## src/rtl/cpu_pkg.sv

```systemverilog
// cpu_pkg: shared encodings for the memory arbiter and the exception mux.
// Arbiter states and access-fault exception codes.
package cpu_pkg;

    typedef enum logic [1:0] {
        IDLE  = 2'd0,
        GNT_I = 2'd1,
        GNT_D = 2'd2
    } arb_state_t;

    localparam logic [3:0] EXC_INSTR_ACCESS = 4'd1;
    localparam logic [3:0] EXC_LOAD_ACCESS  = 4'd5;
    localparam logic [3:0] EXC_STORE_ACCESS = 4'd7;

endpackage

```

## src/rtl/mem_arb_timer.sv

```systemverilog
// mem_arb_timer: counts cycles a granted access waits for m_ack.
// Stops at TIMEOUT_CYCLES and flags expiry; used with MEM_ARB_TIMEOUT_EN.
module mem_arb_timer #(
    parameter int TIMEOUT_CYCLES = 16
) (
    input  logic clk,
    input  logic rst,
    input  logic clear,
    input  logic enable,
    output logic expired
);
    localparam int CW = $clog2(TIMEOUT_CYCLES + 1);
    localparam logic [CW-1:0] LIMIT = CW'(TIMEOUT_CYCLES);

    logic [CW-1:0] tmo_cnt;

    assign expired = (tmo_cnt == LIMIT);

    // wait counter: cleared per grant, holds once expired
    always_ff @(posedge clk or posedge rst) begin
        if (rst) begin
            tmo_cnt <= '0;
        end else if (clear) begin
            tmo_cnt <= '0;
        end else if (enable && !expired) begin
            tmo_cnt <= tmo_cnt + 1'b1;
        end
    end

endmodule

```

## src/rtl/mem_arbiter.sv

```systemverilog
// mem_arbiter: shares one single-port memory between fetch (I) and load/store (D).
// Optional bus timeout with access-fault report when MEM_ARB_TIMEOUT_EN is defined.
module mem_arbiter
    import cpu_pkg::*;
#(
    parameter int MAX_D_BURST    = 4,
    parameter int TIMEOUT_CYCLES = 16
) (
    input  logic        clk,
    input  logic        rst,
    input  logic        i_req,
    input  logic [63:0] i_addr,
    output logic        i_ack,
    output logic [31:0] i_rdata,
    input  logic        d_req,
    input  logic        d_we,
    input  logic [63:0] d_addr,
    input  logic [63:0] d_wdata,
    input  logic [7:0]  d_sel,
    output logic        d_ack,
    output logic [63:0] d_rdata,
    output logic        m_req,
    output logic        m_we,
    output logic [63:0] m_addr,
    output logic [63:0] m_wdata,
    output logic [7:0]  m_sel,
    input  logic        m_ack,
    input  logic [63:0] m_rdata,
    output logic        cpu_stall,
    output logic        exc_en,
    output logic [3:0]  exc_code,
    output logic [63:0] exc_val
);
    localparam int BW = $clog2(MAX_D_BURST + 1);
    localparam logic [BW-1:0] BURST_MAX = BW'(MAX_D_BURST);

    if (MAX_D_BURST < 1 || TIMEOUT_CYCLES < 2) begin : g_bad_param
        $error("mem_arbiter: bad parameters");
    end

    arb_state_t    state;
    arb_state_t    state_nxt;
    logic [BW-1:0] burst_cnt;
    logic [BW-1:0] burst_nxt;
    logic          gnt_i;
    logic          gnt_d;
    logic          starve;
    logic          pick_d;
    logic          pick_i;
    logic          abort;
    logic [3:0]    fault_code;
    logic [63:0]   fault_addr;

    assign gnt_i  = (state == GNT_I);
    assign gnt_d  = (state == GNT_D);
    assign starve = i_req && (burst_cnt == BURST_MAX);
    assign pick_d = d_req && !starve;
    assign pick_i = i_req && !pick_d;

`ifdef MEM_ARB_TIMEOUT_EN
    logic expired;

    mem_arb_timer #(
        .TIMEOUT_CYCLES(TIMEOUT_CYCLES)
    ) u_timer (
        .clk    (clk),
        .rst    (rst),
        .clear  ((state == IDLE) || m_ack),
        .enable (state != IDLE),
        .expired(expired)
    );

    assign abort = (state != IDLE) && expired && !m_ack;
`else
    assign abort = 1'b0;
`endif

    // grant state and D burst counter
    always_ff @(posedge clk or posedge rst) begin
        if (rst) begin
            state     <= IDLE;
            burst_cnt <= '0;
        end else begin
            state     <= state_nxt;
            burst_cnt <= burst_nxt;
        end
    end

    // arbitrate when idle or when the current access completes
    always_comb begin
        state_nxt = state;
        burst_nxt = burst_cnt;
        if (abort) begin
            state_nxt = IDLE;
        end else if ((state == IDLE) || m_ack) begin
            unique case (1'b1)
                pick_d: begin
                    state_nxt = GNT_D;
                    if (i_req && (burst_cnt != BURST_MAX)) begin
                        burst_nxt = burst_cnt + 1'b1;
                    end
                end
                pick_i: begin
                    state_nxt = GNT_I;
                    burst_nxt = '0;
                end
                default: state_nxt = IDLE;
            endcase
        end
    end

    // memory-side attributes follow the current owner
    always_comb begin
        m_req   = (state != IDLE);
        m_we    = 1'b0;
        m_addr  = '0;
        m_wdata = '0;
        m_sel   = '0;
        case (state)
            GNT_I: begin
                m_addr = i_addr;
                m_sel  = 8'hFF;
            end
            GNT_D: begin
                m_we    = d_we;
                m_addr  = d_addr;
                m_wdata = d_wdata;
                m_sel   = d_sel;
            end
            default: ;
        endcase
    end

    // acks and read data returned in the m_ack cycle
    always_comb begin
        i_ack     = gnt_i && (m_ack || abort);
        d_ack     = gnt_d && (m_ack || abort);
        i_rdata   = (gnt_i && m_ack) ? m_rdata[31:0] : 32'd0;
        d_rdata   = (gnt_d && m_ack) ? m_rdata : 64'd0;
        cpu_stall = (i_req && !i_ack) || (d_req && !d_ack);
    end

    // fault cause of the access being aborted
    always_comb begin
        fault_code = EXC_INSTR_ACCESS;
        fault_addr = i_addr;
        if (gnt_d) begin
            fault_code = d_we ? EXC_STORE_ACCESS : EXC_LOAD_ACCESS;
            fault_addr = d_addr;
        end
    end

    // access-fault report, one cycle after the abort
    always_ff @(posedge clk or posedge rst) begin
        if (rst) begin
            exc_en   <= 1'b0;
            exc_code <= '0;
            exc_val  <= '0;
        end else begin
            exc_en <= abort;
            if (abort) begin
                exc_code <= fault_code;
                exc_val  <= fault_addr;
            end
        end
    end

endmodule
```

## config.mk

```make
export PLATFORM = sky130hd
export DESIGN_NAME = mem_arbiter
export DESIGN_NICKNAME = d
export VERILOG_FILES = /design/src/rtl/cpu_pkg.sv /design/src/rtl/mem_arb_timer.sv /design/src/rtl/mem_arbiter.sv
export SDC_FILE = /design/constraint.sdc
export NUM_CORES = 1
export LEC_CHECK = 0
export CORE_AREA = 4 4 225 227
export DETAILED_ROUTE_END_ITERATION = 6
export DIE_AREA = 0 0 229 231
export HOLD_SLACK_MARGIN = 0.1
export MAX_ROUTING_LAYER = met4
export SLEW_MARGIN = 20
export SYNTH_ARGS = -nofsm -noshare
export SYNTH_HDL_FRONTEND = slang
export SYNTH_SLANG_ARGS = --single-unit
```

## constraint.sdc

```tcl
create_clock -name clk -period 1.7 [get_ports clk]
set_input_delay 0.17 -clock clk [delete_from_list [all_inputs] [get_ports clk]]
set_output_delay 0.17 -clock clk [all_outputs]
set_load 0.03 [all_outputs]
```

==> flow_summary.ini <==
[power]
peakVddDrop_v = 0.0003326
power_mw = 6.929
leakage_nw = 4.571
power_density_nw_per_um2 = 652.2

[critical_path]
worst-path-buf-inv = 4
reg2reg_from = state[0]
reg2reg_to = state[0]
critical_path.max_stage_delay_ps = 440
cp.required_ps = 1530
r2r_slack_ps = 460
crit_family = buffers and inverters
endpoint_kind = primary output
critPathSlowestCell = dfrtp_2
crit_type = flip-flop to primary output
path_cells = ha_4 -> buf_12 -> buf_16 -> buf_6 -> a22oi_1 -> nor2b_2 -> buf_4
cp.arrival_ps = 1750
critPathLaunchType = flip-flop
critPathMaxFanout = 8
ff2ff_path_depth = 5

[detailed_routing]
firstDrtPassIters = 4
drtAntennaViolNets = 0
wl_mm = 28.26
drtIter0Drc = 159
viasPerCell = 3.373
drc_errors = 0
wire_per_inst_um = 17.53
vias = 5438

[logic_synthesis]
ys.flop_type = dfrtp_1
synth_common_cells = and3_1 (96), buf_4 (73), nor2b_1 (72)
synthArstFlopShare_pct = 100.0
ys_top_cells_by_area = and3_1 (19%), buf_4 (18%), a22oi_1 (16%)
avgSynthCellArea_um2 = 6.657
synth_edf_count = 0
ys_seq_elements = 5
synth-seq-area-share_pct = 4.042
synth_top_area_share_pct = 19.40
yosysUniqueCellTypes = 25
synthCells = 465
synth_warnings = 0
synth_most_common_cell = and3_1
netlist_area_um2 = 3095
synth_top_cell_by_area = and3_1

[place]
dp_slack_ps = -149.7
gp_congestion = 0.8604
port_buffers = 506
postPlaceCellArea_um2 = 8506
detailed_place_hpwl_mm = 17.78

[grt]
antenna_found_initial = 7
grt_max_degree = 64
grt_pass1_wl_mm = 34.87
grtUsageTotal_pct = 8.873
overflow = 0
grt_pass1_vias = 5398

[timing]
finalMaxSlewViolations = 0
setup_ws_ps = -219.4
layout_min_cycle_time_ps = 1919
fin_crit_sh_pct = 112.9
hold_violations = 0
rsz0062_at_grt = true
final.setup_skew_ps = 2.397
holdWs_ps = 150.8
finalSetupViolations = 181
setup_tns_ps = -23660
fmax_mhz = 521.0

[final_layout]
finalNetCount = 1263
nFillCells = 5237
finalInstanceArea_um2 = 10620
area.growth.synth_to_final_pct = 243.2
ff_latch_area_um2 = 126.4
drive_above_1_share_pct = 47.42
multiInputGateArea_um2 = 3133

[die]
fp.dieW_um = 229
io_pins = 576
die_y_um = 231
core-area_um2 = 48650
initial_core_util_pct = 6.363
rows = 81
die_area_um2 = 52900

[clocking]
clk_path_buf_depth = 2
clkLatencyLatePin_ps = 220
cts.clk_slew.worst_paths_ps = 30
cts_hold_buf = 0
cts_tree = done
clock-sinks = 5
cts_max_level = 1
cts_root_buf = clkbuf_16
numCtsBuffers = 3

[flow_run]
cap_viol_max_count = 0

[run_status]
failed_checks = negative setup slack
status = finished with violations

[min_path]
hold_class = input port to asynchronous set/reset pin
cell usage in the layout (no fill, tap or decap), types with 29 or more instances in the layout:
| cell | n |
|---|---|
| a22oi_2 | 54 |
| and2_1 | 38 |
| and2_4 | 29 |
| and3_1 | 60 |
| and3_4 | 35 |
| buf_12 | 48 |
| buf_4 | 132 |
| buf_6 | 88 |
| clkdlybuf4s50_1 | 268 |
| conb_1 | 69 |
| nor2b_1 | 42 |
layer usage:
metal,track usage (%),vias up,share of wire (%)
met3,1.839,32,8.0
met1,9.881,2528,39
li1,-,2519,-
met5,-,-,0
met2,16.21,359,50
met4,2.168,0,2.3
sequential cells by signal, summed over array words and instances (netlist names):
name,count
burst_cnt,3
state,2
worst reg2reg max path: cells and delay by family, from the launching register on:
kind / cells / cell delay [ps]
adder cells (fa/ha/maj): 1 / 160
buffers and inverters: 2 / 170
AO/OA/AOI/OAI: 2 / 420
flip-flops: 1 / 350
final cells by class:
class | instances | share of cell area, %
multi-input cells | 398 | 29.49
repair buffers | 572 | 60.88
well taps | 622 | 7.325
diodes | 3 | 0.07066
clock buffers | 4 | 0.7420
flip-flops and latches | 5 | 1.189
inverters | 8 | 0.3062
per-stage QoR:
stage	instances	util, %
4_1_cts	1589	19.93
2_1_floorplan	533	-
6_report	1612	21.84
3_5_place_dp	1560	17.48
3_3_place_gp	1560	17.48
5_1_grt	1611	21.83
worst max path at each step:
stage	start	endpoint	slack, ps	cells after the start
after global placement	state[1]	m_sel[6]	-140	5
after detailed placement	state[1]	m_sel[6]	-150	5
final	state[1]	m_addr[12]	-220	7
after floorplan	state[0]	m_addr[0]	20	5
after global routing	state[0]	d_rdata[61]	-260	8
after CTS	state[1]	m_sel[2]	-230	7
where the power goes:
part           switching (mW)  internal [mW]  total, mW
sequential             0.0183          0.142      0.160
combinational            3.15           3.23       6.39
clock                  0.0726          0.310      0.383
total                    3.24           3.69       6.93
timing repair:
item                                    in CTS  in global routing
pin swaps                                    5                  6
endpoints found under the setup margin     169                232
resized for setup                          164                144
gates cloned                                13                 14
setup buffers                               14                  8
cells by family after synthesis:
logic type      after synthesis  synth area share [%]
simple gates                243                 48.71
buf+inv                     130                 26.27
compound gates               81                 18.84
fa+ha+maj                     5                 2.021
flops                         5                 4.042
other cells                   1                0.1211
Note: power is estimated with default switching activity, not from simulation.
